<file path="config.mk">
export PLATFORM = sky130hd
export DESIGN_NAME = intr_arbiter
export DESIGN_NICKNAME = d
export VERILOG_FILES = /design/src/rtl/intr_arbiter.sv
export SDC_FILE = /design/constraint.sdc
export NUM_CORES = 1
export LEC_CHECK = 0
export CORE_AREA = 8 8 46 48
export DETAILED_ROUTE_END_ITERATION = 12
export DIE_AREA = 0 0 54 56
export GPL_TIMING_DRIVEN = 0
export MAX_ROUTING_LAYER = met4
export PLACE_DENSITY = 0.69
export SYNTH_ARGS = -nofsm -noshare
export SYNTH_HDL_FRONTEND = slang
export SYNTH_SLANG_ARGS = --single-unit
</file>
<file path="constraint.sdc">
create_clock -name clk_gl -period 1.75 [get_ports clk_gl]
set_clock_uncertainty 0.2 [all_clocks]
set_input_delay 0.35 -clock clk_gl [delete_from_list [all_inputs] [get_ports clk_gl]]
set_output_delay 0.35 -clock clk_gl [all_outputs]
set_load 0.01 [all_outputs]
</file>
<file path="src/rtl/intr_arbiter.sv">
// External interrupt synchroniser, edge latch, mask/priority and req/ack/eret handshake to CP0.
// Build option: define INTR_LEVEL_TRIG_EN for level-triggered pending bits instead of rising-edge latching.
module intr_arbiter #(
  parameter int unsigned N_IRQ       = 2,
  parameter int unsigned ID_W        = 1,
  parameter int unsigned SYNC_STAGES = 2
) (
  input  logic             clk_gl,
  input  logic             rst,
  input  logic [N_IRQ-1:0] interrupt,
  input  logic [N_IRQ-1:0] irq_mask,
  input  logic             int_en,
  input  logic             int_ack,
  input  logic             eret,
  output logic             int_req,
  output logic [ID_W-1:0]  int_id,
  output logic             in_service,
  output logic [N_IRQ-1:0] pending
);

  localparam logic [1:0] IDLE    = 2'd0;
  localparam logic [1:0] REQ     = 2'd1;
  localparam logic [1:0] SERVICE = 2'd2;

  logic [SYNC_STAGES-1:0][N_IRQ-1:0] sync_q;
  logic [N_IRQ-1:0] sync;
  logic [N_IRQ-1:0] pending_d;
  logic [N_IRQ-1:0] elig;
  logic [1:0]       state;
  logic [1:0]       state_d;
  logic [ID_W-1:0]  id_d;
  logic [ID_W-1:0]  sel;
  logic             take;

  // Input synchronisers
  always_ff @(posedge clk_gl or negedge rst) begin
    if (!rst) begin
      sync_q <= '0;
    end else begin
      sync_q[0] <= interrupt;
      for (int s = 1; s < SYNC_STAGES; s++) begin
        sync_q[s] <= sync_q[s-1];
      end
    end
  end

  assign sync = sync_q[SYNC_STAGES-1];
  assign take = (state == REQ) && int_ack;

`ifdef INTR_LEVEL_TRIG_EN
  assign pending_d = sync;
`else
  logic [N_IRQ-1:0]     prev;
  logic [N_IRQ-1:0]     rise;
  logic [N_IRQ-1:0]     clr;
  logic [SYNC_STAGES:0] warm;

  // Edge history; warm holds off edge detection until prev holds a real post-reset sample,
  // so lines already high at reset release are not mistaken for new edges.
  always_ff @(posedge clk_gl or negedge rst) begin
    if (!rst) begin
      prev <= '0;
      warm <= '0;
    end else begin
      prev <= sync;
      warm <= {warm[SYNC_STAGES-1:0], 1'b1};
    end
  end

  assign rise      = warm[SYNC_STAGES] ? (sync & ~prev) : '0;
  assign clr       = take ? (N_IRQ'(1) << int_id) : '0;
  // Set after clear: a new edge in the ack cycle is never lost
  assign pending_d = (pending & ~clr) | rise;
`endif

  assign elig = pending & ~irq_mask;

  // Lowest eligible index wins
  always_comb begin
    sel = '0;
    for (int i = int'(N_IRQ) - 1; i >= 0; i--) begin
      if (elig[i]) sel = ID_W'(i);
    end
  end

  always_comb begin
    state_d = state;
    id_d    = int_id;
    case (state)
      IDLE: begin
        if (int_en && (|elig)) begin
          state_d = REQ;
          id_d    = sel;
        end
      end
      REQ: begin
        if (int_ack)                       state_d = SERVICE;
        else if (!int_en || !elig[int_id]) state_d = IDLE;
      end
      SERVICE: begin
        if (eret) state_d = IDLE;
      end
      default: state_d = IDLE;
    endcase
  end

  always_ff @(posedge clk_gl or negedge rst) begin
    if (!rst) begin
      state      <= IDLE;
      int_id     <= '0;
      int_req    <= 1'b0;
      in_service <= 1'b0;
      pending    <= '0;
    end else begin
      state      <= state_d;
      int_id     <= id_d;
      int_req    <= (state_d == REQ);
      in_service <= (state_d == SERVICE);
      pending    <= pending_d;
    end
  end

endmodule

</file>
; After elaboration in Yosys (flattened, before gate mapping)
; Index checks and enable logic that the tools add are counted.
[word_totals]
input_bits = 9
out_inout_bits = 5
elab_cells = 41
regBits = 16
[classes]
n_bitwise = 7
shift = 1
n_lt_le_gt_ge = 1
reduce_logical = 8
mux = 11
eq_ne = 4
[ops]
columns = cell, n
row1 = $mux 2, 6
row2 = $and 2x2->2, 3
row3 = $not 2->2, 3
row4 = $pmux 2 s3, 1
row5 = $eq 2x1->1 const B, 2
row6 = $eq 2x2->1 const B, 2
row7 = $mux 1, 4
row8 = $logic_and 1x1->1, 2
row9 = $logic_not 1->1, 2
row10 = $logic_not 2->1, 1
row11 = $lt 1x2->1 const B, 1
row12 = $or 2x2->2, 1
row13 = $reduce_and 2->1, 1
row14 = $reduce_or 2->1, 1
row15 = $shl 1x1->2 const A, 1
row16 = $logic_or 1x1->1, 1

; Depth between registers and ports, before layout
; Gate-level depths: netlist of the first run.
[depth]
word_depth = 10
ltp_mapped = 3
ltp_nobuf = 3

; Worst setup path before layout of the first run
; No wires, ideal clock.
[synth_timing]
path_kind = reg-to-reg
start = register state[0]
end = register int_id
stages_incl_launch_ff = 3
t_required_ns = 1.429
arrival_ns = 0.941
period_less_slack_ns = 1.263
path_buffers = 0
setup_slack_ns = 0.487
setup_time_ns = 0.121
path_cell_list = dfrtp_1 > or3b_1 > o22a_1
[synth_via]
elab_chain_cells = 2
[synth_rtl]
columns = item, line_no
row1 = from (decl), 29  ; logic [1:0] state;
row2 = from (signal assigned), 115  ; state <= state_d;
row3 = $logic_not 2->1, 89  ; case (state)
row4 = $reduce_and 2->1 (no line), --
row5 = to (signal assigned), 116  ; int_id <= id_d;
row6 = to (decl), 16  ; output logic [ID_W-1:0] int_id,
; No other way between the ends.
; A chain may end at the register's enable or synchronous reset.

; Final worst setup path of the first run
[layout_timing]
start = register pending[1]
end = output port pending[1]
[layout_lines]
columns = item, line_no
row1 = from (decl), 18  ; output logic [N_IRQ-1:0] pending
row2 = from (signal assigned), 119  ; pending <= pending_d;
; No word-level cell between the ends.

==> results of run 1 <==
-- cells in the mapped netlist --
library cell / number / area [um^2]
sky130_fd_sc_hd__dfrtp_1: 16 / 400.4
sky130_fd_sc_hd__o21ai_0: 3 / 15.01
sky130_fd_sc_hd__inv_1: 2 / 7.510
sky130_fd_sc_hd__nand2_1: 2 / 7.510
sky130_fd_sc_hd__nand2b_1: 2 / 12.51
sky130_fd_sc_hd__nand3b_1: 2 / 15.01
sky130_fd_sc_hd__nor3_1: 2 / 10.01
sky130_fd_sc_hd__o311a_1: 2 / 20.02
sky130_fd_sc_hd__o31ai_1: 2 / 15.01
sky130_fd_sc_hd__a21oi_1: 1 / 5.000
sky130_fd_sc_hd__conb_1: 1 / 3.750
sky130_fd_sc_hd__nor2_1: 1 / 3.750
sky130_fd_sc_hd__o22a_1: 1 / 8.760
sky130_fd_sc_hd__or3b_1: 1 / 8.760
-- layer usage --
layer	wire length (um)	GRT usage	part of all wire
met1	358	0.07143	0.40
met2	435	0.1128	0.48
met3	79	0.05080	0.088
met4	27	0.05282	0.030
met5	0	-	0
-- logic make-up after synthesis --
| kind of cell | after synthesis | synth area share |
|---|---|---|
| flip-flops | 16 | 0.7512 |
| AND/OR/NAND/NOR | 10 | 0.1080 |
| other | 1 | 0.007035 |
| AO/OA/AOI/OAI | 9 | 0.1197 |
| buffers and inverters | 2 | 0.01409 |
-- flip-flops by register name (all words and copies together), names as in the netlist --
name,flops
state,2
int_req,1
warm,3
int_id,1
in_service,1
prev,2
pending,2
sync_q,2
sync,2
-- timing repair --
item / in CTS / in global routing
pin swaps: 0 / 0
gates resized for setup: 2 / 3
setup buffers: 1 / 0
setup endpoints to repair: 3 / 3
-- final timing paths --
path	startpoint	end	slack, ps	cells after the start
min reg2reg	warm[1]	warm[2]	150	0
min in group asynchronous	rst	pending[1]	270	1
min	warm[1]	warm[2]	150	0
max reg2reg	state[0]	int_id	430	2
max in group asynchronous	rst	warm[0]	660	1
max	pending[1]	pending[1]	230	1
-- final cells by class --
type / instances / area [um^2]
Fill cell: 143 / 704.4
Tap cell: 16 / 20.02
Clock buffer: 4 / 36.28
Multi-Input combinational cell: 20 / 125.1
Timing Repair Buffer: 14 / 142.6
Sequential cell: 16 / 400.4
Inverter: 2 / 7.507
-- power by group through the flow --
stage	clock network (mW)	logic [mW]	registers, mW
floorplan	0	0.102	0.519
global placement	0	0.269	0.501
detailed placement	0	0.272	0.505
CTS	0.251	0.285	0.486
global route	0.269	0.297	0.497
finish	0.234	0.270	0.484
-- per-stage QoR --
stage               utilization  power [mW]  hold slack [ps]  std cells
floorplan                     -      0.6208           -145.6         38
global placement         0.4756      0.7706            135.4         67
detailed placement       0.4756      0.7763            138.7         67
CTS                      0.5044       1.022            159.5         72
global route             0.5096       1.064            167.0         72
finish                   0.5096      0.9889            154.8         72
==> PnR_summary.wiki, run 1 <==
{| class="wikitable"
! Metric !! Value
|-
| Outcome || finished, final reports clean
|-
| Sw frac || 0.2780
|-
| Starting utilization of the core area || 0.3711
|-
| Half-perimeter wire length of the detailed placement result || 691.9 um
|-
| Post-Syn Instances || 38
|-
| Floorplan die width || 54 um
|-
| Fin Setup TNS || 0 ps
|-
| Gate power share || 0.274
|-
| Number of setup violations in the final report || 0
|-
| Total number of placement rows || 14
|-
| Number of routed nets with antenna violations || 0
|-
| Sinks on Clock Net || 16
|-
| Cell internal power dissipation || 714.0 uW
|-
| Post-CTS clock slew at the launch and capture registers of the worst setup and hold paths || 90 ps
|-
| Proportion of power drawn by the clock network || 0.237
|-
| Yosys synthesis warning count || 0
|-
| Syn avg cell area || 14.03 um^2
|-
| Share of cells above drive strength 1 || 0.08929
|-
| Seq/Total Area, Yosys || 0.7512
|-
| Number of CTS-inserted buffers || 3
|-
| Min Clock Period, post-route || 1521 ps
|-
| Maximum clock frequency || 0.6573 GHz
|-
| Routed Wire Length || 901 um
|-
| Hold-fix buffers, CTS || 0
|-
| Final worst path period share || 0.8694
|-
| First-pass GRT wire length || 1662 um
|-
| Floorplan die height || 56 um
|-
| Highest fanout seen on the critical path || 3
|-
| Worst path cell trace || dlygate4sd2_1
|-
| Pre-CTS setup slack || 8.836 ps
|-
| Critical path type || flop to output pin
|-
| H-tree levels || 1
|-
| Netlist area before placement || 533.0 um^2
|-
| GRT Util Overall || 0.07769
|-
| Count of buffers inserted at the top-level ports || 13
|-
| Most frequent cells in the layout || 16 x sky130_fd_sc_hd__dfrtp_1, 8 x sky130_fd_sc_hd__clkdlybuf4s50_1, 3 x sky130_fd_sc_hd__o21ai_0, 3 x sky130_fd_sc_hd__clkbuf_4, 3 x sky130_fd_sc_hd__dlymetal6s2s_1
|-
| Area of the die || 0.003024 mm^2
|-
| Hold Vio Cnt, Final || 0
|-
| Crit path DAT || 970 ps
|-
| Clock tree from TritonCTS || built
|-
| I/O pin count || 14
|-
| Vias in the first global route || 380
|-
| Post-DR wirelength/cell || 12.51 um
|-
| Transition time at the pin with the least slew margin || 661.9 ps
|-
| Power Dens Cells || 1351 mW/mm^2
|-
| Reported leakage power || 0.3597 nW
|-
| Delay contributed by the slowest stage of the critical path || 400 ps
|-
| Min-Delay Path Class || flop to flop
|-
| Peak ir drop on the vdd network || 0.6757 mV
|-
| Sequential share of power || 0.490
|-
| Number of distinct library cell variants in the gate-level netlist after synthesis || 14
|-
| Pins Over Slew Limit || 0
|-
| Finished layout cell area || 732.0 um^2
|-
| Critical Path Slowest Stage Cell || sky130_fd_sc_hd__dfrtp_1
|-
| Routability congestion estimate from global placement || 0.7754
|-
| # Max-Cap Violations || 0
|-
| CP Buf/Inv Count || 1
|-
| Flop and latch count out of synthesis || 16
|-
| Endpoint kind of the worst setup timing path || output pin
|-
| # diodes || 0
|-
| Clock Latency Late Sink || 280 ps
|-
| Required @ worst endpoint || 1200 ps
|-
| Area of the core || 0.001436 mm^2
|-
| Slew Limit Headroom || 0.5574
|-
| Commonest non-fill, non-tap cell in the layout || sky130_fd_sc_hd__dfrtp_1
|-
| Maximum clock insertion buffer count || 2
|-
| Drt drc || 0
|-
| Top Family by Delay on Critical Path || flip-flops
|-
| Antenna violations before repair || 0
|-
| Total placed instance area || 683.2 um^2
|-
| Area delta synth->final || 37.32%
|-
| First-pass iteration count of the detailed router || 1
|-
| Maximum number of pins on one net before global-route repair || 17
|-
| RSZ-0062 raised after global routing || no
|-
| Count of routing violations after the opening detailed-route iteration || 0
|-
| Cell chosen for the clock root || sky130_fd_sc_hd__clkbuf_4
|-
| Launching element type of the critical path || flop
|-
| Vias per inst || 4.903
|-
| Layout net count || 66
|-
| Overflow left after global routing || 0
|-
| Slack of the critical path || 228.5 ps
|-
| Detailed-route via count || 353
|-
| Sw power || 274.9 uW
|-
| Post-Syn Nets || 47
|}
(Power assumes the default switching activity.)
==> run 2, diff against run 1 <==
CORE_AREA = 8 8 45 47   (was 8 8 46 48)
DIE_AREA = 0 0 53 55   (was 0 0 54 56)
PLACE_DENSITY = 0.72   (was 0.69)
TNS_END_PERCENT = 100   (was not set)
clock period = 1.8 ns   (was 1.75 ns; I/O delays follow)
==> PnR_summary.wiki, run 2 (same netlist as run 1, synthesis figures left out) <==
{| class="wikitable"
! Metric !! Value
|-
| Pre-CTS setup slack || 36.56 ps
|-
| First-pass GRT wire length || 1490 um
|-
| Critical path type || flop to output pin
|-
| Number of setup violations in the final report || 0
|-
| Critical Path Slowest Stage Cell || sky130_fd_sc_hd__clkdlybuf4s50_1
|-
| Worst path cell trace || clkdlybuf4s50_1
|-
| Area of the die || 0.002915 mm^2
|-
| Required @ worst endpoint || 1240 ps
|-
| Clock Latency Late Sink || 270 ps
|-
| Outcome || finished, final reports clean
|-
| Post-CTS clock slew at the launch and capture registers of the worst setup and hold paths || 80 ps
|-
| Number of routed nets with antenna violations || 0
|-
| # diodes || 0
|-
| Maximum clock insertion buffer count || 2
|-
| Vias in the first global route || 361
|-
| Cell chosen for the clock root || sky130_fd_sc_hd__clkbuf_4
|-
| Floorplan die height || 55 um
|-
| Sinks on Clock Net || 16
|-
| Most frequent cells in the layout || 16 x sky130_fd_sc_hd__dfrtp_1, 11 x sky130_fd_sc_hd__clkdlybuf4s50_1, 3 x sky130_fd_sc_hd__o21ai_0, 3 x sky130_fd_sc_hd__clkbuf_4
|-
| I/O pin count || 14
|-
| Hold Vio Cnt, Final || 0
|-
| Half-perimeter wire length of the detailed placement result || 717 um
|-
| Floorplan die width || 53 um
|-
| Maximum number of pins on one net before global-route repair || 17
|-
| Area delta synth->final || 37.32%
|-
| Top Family by Delay on Critical Path || buffers and inverters
|-
| Total number of placement rows || 14
|-
| Min-Delay Path Class || flop to flop
|-
| Final worst path period share || 0.9581
|-
| Endpoint kind of the worst setup timing path || output pin
|-
| Finished layout cell area || 732.0 um^2
|-
| Transition time at the pin with the least slew margin || 676.8 ps
|-
| Drt drc || 0
|-
| Routability congestion estimate from global placement || 0.6874
|-
| Antenna violations before repair || 0
|-
| Launching element type of the critical path || flop
|-
| Delay contributed by the slowest stage of the critical path || 540 ps
|-
| Min Clock Period, post-route || 1724 ps
|-
| Count of routing violations after the opening detailed-route iteration || 8
|-
| Clock tree from TritonCTS || built
|-
| H-tree levels || 1
|-
| Worst reg-to-reg setup slack || 490 ps
|-
| Crit path DAT || 1160 ps
|-
| Fin Setup TNS || 0 ps
|-
| Total placed instance area || 683.2 um^2
|-
| Routed Wire Length || 926 um
|-
| CP Buf/Inv Count || 1
|-
| Reported leakage power || 0.3299 nW
|-
| Share of cells above drive strength 1 || 0.08929
|-
| First-pass iteration count of the detailed router || 4
|-
| Vias per inst || 4.875
|-
| Largest Register || warm
|-
| Power Dens Cells || 1334 mW/mm^2
|-
| Number of CTS-inserted buffers || 3
|-
| # Max-Cap Violations || 0
|-
| Starting utilization of the core area || 0.3852
|-
| Peak ir drop on the vdd network || 0.6280 mV
|-
| Slew Limit Headroom || 0.5474
|-
| Flip-flop count of the largest register after layout || 3
|-
| Pins Over Slew Limit || 0
|-
| Commonest non-fill, non-tap cell in the layout || sky130_fd_sc_hd__dfrtp_1
|-
| Count of buffers inserted at the top-level ports || 13
|-
| RSZ-0062 raised after global routing || no
|-
| Post-DR wirelength/cell || 12.86 um
|-
| Overflow left after global routing || 0
|-
| # fillers || 144
|-
| Maximum clock frequency || 0.5799 GHz
|-
| GRT Util Overall || 0.07856
|-
| Highest fanout seen on the critical path || 2
|-
| Slack of the critical path || 75.50 ps
|-
| Detailed-route via count || 351
|-
| Layout net count || 66
|-
| Area of the core || 0.001384 mm^2
|}
-- run 2: timing repair --
action	CTS	global route
buffers inserted	1	0
hold buffers	0	0
resized for setup	0	2
endpoints found under the setup margin	1	2
cloned	0	0
-- run 2: per-stage QoR --
| step | cells | util | hold WS (ps) | power, mW |
|---|---|---|---|---|
| global route | 72 | 0.5289 | 162.7 | 1.046 |
| finish | 72 | 0.5289 | 158.0 | 0.9761 |
| CTS | 72 | 0.5253 | 161.5 | 1.002 |
| floorplan | 38 | - | -135.6 | 0.6035 |
| detailed placement | 67 | 0.4937 | 140.5 | 0.7558 |
| global placement | 67 | 0.4937 | 132.5 | 0.7456 |
-- run 2: where the power goes --
| group | internal, mW | switching [mW] | total (mW) | leakage, nW |
|---|---|---|---|---|
| Sequential | 0.431 | 0.0385 | 0.470 | 0.190 |
| Clock | 0.123 | 0.102 | 0.225 | 0.0210 |
| Combinational | 0.157 | 0.125 | 0.282 | 0.119 |
-- run 2: final cells by class --
type	count	area (um^2)	share of cell area
clock buffer	4	36.28	0.04957
tap	16	20.02	0.02735
inverter	2	7.507	0.01026
multi-input combinational	20	125.1	0.1709
sequential	16	400.4	0.5470
timing repair buffer	14	142.6	0.1949
-- run 2: path summary, 6_finish.rpt --
kind | from | endpoint | depth (start not counted)
min in group asynchronous | rst | in_service | 1
setup / recovery | int_id | int_id | 1
hold reg to reg | sync_q[1] | sync[1] | 0
setup reg to reg | state[0] | int_id | 2
max in group asynchronous | rst | warm[0] | 1
hold / removal | sync_q[1] | sync[1] | 0
-- run 2: routing by layer --
metal / GRT usage / share of wire / up-vias
li1: - / - / 167
met1: 0.07827 / 0.40 / 169
met2: 0.1113 / 0.49 / 11
met3: 0.03476 / 0.069 / 4
met4: 0.07759 / 0.039 / 0
met5: - / 0 / -
==> run 3, diff against run 2 <==
--- a/config.mk
+++ b/config.mk
@@ -7,8 +7,10 @@
 export LEC_CHECK = 0
-export CORE_AREA = 8 8 45 47
+export CELL_PAD_IN_SITES_DETAIL_PLACEMENT = 1
+export CELL_PAD_IN_SITES_GLOBAL_PLACEMENT = 1
+export CORE_AREA = 8 8 47 49
 export DETAILED_ROUTE_END_ITERATION = 12
-export DIE_AREA = 0 0 53 55
+export DIE_AREA = 0 0 55 57
 export GPL_TIMING_DRIVEN = 0
 export MAX_ROUTING_LAYER = met4
-export PLACE_DENSITY = 0.72
+export PLACE_DENSITY = 0.78
 export SYNTH_ARGS = -nofsm -noshare
--- a/constraint.sdc
+++ b/constraint.sdc
@@ -4,2 +4,2 @@
 set_output_delay 0.36 -clock clk_gl [all_outputs]
-set_load 0.01 [all_outputs]
+set_load 0.02 [all_outputs]
==> PnR_summary.wiki, run 3 (same netlist as run 1, synthesis figures left out) <==
{| class="wikitable"
! Metric !! Value
|-
| GRT Util Overall || 0.07613
|-
| Placed Instances || 68
|-
| Min Clock Period, post-route || 1621 ps
|-
| Setup fix buffers added after clock tree synthesis || 0
|-
| Maximum number of pins on one net before global-route repair || 17
|-
| Commonest non-fill, non-tap cell in the layout || sky130_fd_sc_hd__dfrtp_1
|-
| CP Buf/Inv Count || 1
|-
| Outcome || finished, final reports clean
|-
| Floorplan die width || 55 um
|-
| Vias per inst || 5.083
|-
| # fillers || 169
|-
| WHS Path Cells || 0
|-
| RSZ-0062 raised after global routing || no
|-
| # diodes || 0
|-
| Vias in the first global route || 385
|-
| R2r endpoint || int_id
|-
| # Max-Cap Violations || 0
|-
| Antenna violations before repair || 0
|-
| Peak ir drop on the vdd network || 0.5151 mV
|-
| Min-Delay Path Class || flop to flop
|-
| Hold Worst Slack || 141.5 ps
|-
| Clock tree from TritonCTS || built
|-
| Reported leakage power || 0.3468 nW
|-
| Slew Limit Headroom || 0.5601
|-
| Count of buffers inserted at the top-level ports || 13
|-
| Critical Path Slowest Stage Cell || sky130_fd_sc_hd__dfrtp_1
|-
| Post-CTS clock slew at the launch and capture registers of the worst setup and hold paths || 100 ps
|-
| Reg-to-reg startpoint || state[0]
|-
| Most frequent cells in the layout || 16 x sky130_fd_sc_hd__dfrtp_1, 8 x sky130_fd_sc_hd__clkdlybuf4s50_1, 3 x sky130_fd_sc_hd__o21ai_0, 3 x sky130_fd_sc_hd__clkbuf_4, 3 x sky130_fd_sc_hd__dlygate4sd2_1
|-
| Area of the core || 0.001577 mm^2
|-
| Maximum clock frequency || 0.6169 GHz
|-
| H-tree levels || 1
|-
| Endpoint with the worst hold slack || warm[2]
|-
| Detailed-route via count || 366
|-
| Number of CTS-inserted buffers || 3
|-
| Maximum clock insertion buffer count || 2
|-
| I/O pin count || 14
|-
| Share of cells above drive strength 1 || 0.07273
|-
| Cell chosen for the clock root || sky130_fd_sc_hd__clkbuf_4
|-
| Crit path DAT || 1060 ps
|-
| Transition time at the pin with the least slew margin || 657.8 ps
|-
| Clock Latency Late Sink || 290 ps
|-
| Worst reg-to-reg setup slack || 480 ps
|-
| Power Dens Cells || 1369 mW/mm^2
|-
| Number of gates given a new drive strength after cts || 3
|-
| Critical path type || flop to output pin
|-
| Delay contributed by the slowest stage of the critical path || 410 ps
|-
| Routed Wire Length || 995 um
|-
| Area of the die || 0.003135 mm^2
|-
| Half-perimeter wire length of the detailed placement result || 792.7 um
|-
| Overflow left after global routing || 0
|-
| Sequential Area || 400.4 um^2
|-
| Pins Over Slew Limit || 0
|-
| Sinks on Clock Net || 16
|-
| Hold-fix buffers, CTS || 0
|-
| Starting utilization of the core area || 0.3381
|-
| Routability congestion estimate from global placement || 0.7429
|-
| Endpoint kind of the worst setup timing path || output pin
|-
| Post-DR wirelength/cell || 13.82 um
|-
| First-pass iteration count of the detailed router || 4
|-
| Total number of placement rows || 15
|-
| Core Util, Final || 0.4579
|-
| Number of setup violations in the final report || 0
|-
| Largest Register || warm
|-
| Count of routing violations after the opening detailed-route iteration || 2
|-
| Hold Vio Cnt, Final || 0
|-
| Number of routed nets with antenna violations || 0
|-
| Reg2reg path depth || 2
|-
| First-pass GRT wire length || 1628 um
|-
| Floorplan die height || 57 um
|-
| Worst path cell trace || dlygate4sd2_1
|-
| Launching element type of the critical path || flop
|-
| Flip-flop count of the largest register after layout || 3
|-
| Layout net count || 65
|-
| Fin Setup TNS || 0 ps
|-
| Area taken by multi-input logic gates || 125.1 um^2
|-
| Final worst path period share || 0.9006
|-
| Startpoint of the lowest-slack hold path || warm[1]
|-
| Required @ worst endpoint || 1240 ps
|-
| Drt drc || 0
|-
| Top Family by Delay on Critical Path || flip-flops
|-
| Number of cells in the finished layout apart from fillers || 72
|-
| Area delta synth->final || 35.45%
|-
| Highest fanout seen on the critical path || 5
|}
[run 3: power by group]
| part | internal (mW) | switching [mW] |
|---|---|---|
| Sequential | 0.431 | 0.0485 |
| Clock | 0.123 | 0.110 |
| Combinational | 0.122 | 0.153 |
[run 3: worst max path at each step]
stage / from / end / slack [ps] / depth (start not counted)
floorplan: pending[0] / int_req / 490 / 3
global placement: int_en / int_id / 50 / 3
detailed placement: int_en / int_id / 40 / 3
CTS: in_service / in_service / 2 / 1
global route: int_id / int_id / 130 / 1
finish: int_id / int_id / 180 / 1
[run 3: routing by layer]
| layer | GRT usage | vias up | part of all wire |
|---|---|---|---|
| li1 | - | 166 | - |
| met1 | 0.07837 | 184 | 0.39 |
| met2 | 0.1086 | 11 | 0.49 |
| met3 | 0.03117 | 5 | 0.077 |
| met4 | 0.06186 | 0 | 0.036 |
| met5 | - | - | 0 |
[run 3: cell type report]
cell class	count	area share
tap	17	0.02946
clock buffer	4	0.05026
timing repair buffer	13	0.1820
inverter	2	0.01040
sequential	16	0.5546
multi-input combinational	20	0.1733
[run 3: stage by stage]
step | worst slack (ps) | power, mW | area, um^2
after CTS | 1.656 | 1.010 | 716.9
after detailed placement | 43.95 | 0.7996 | 684.4
final | 179.0 | 0.9880 | 721.9
after global routing | 132.6 | 1.051 | 721.9
after global placement | 51.18 | 0.7855 | 684.4
after floorplan | 488.6 | 0.6398 | 533.0
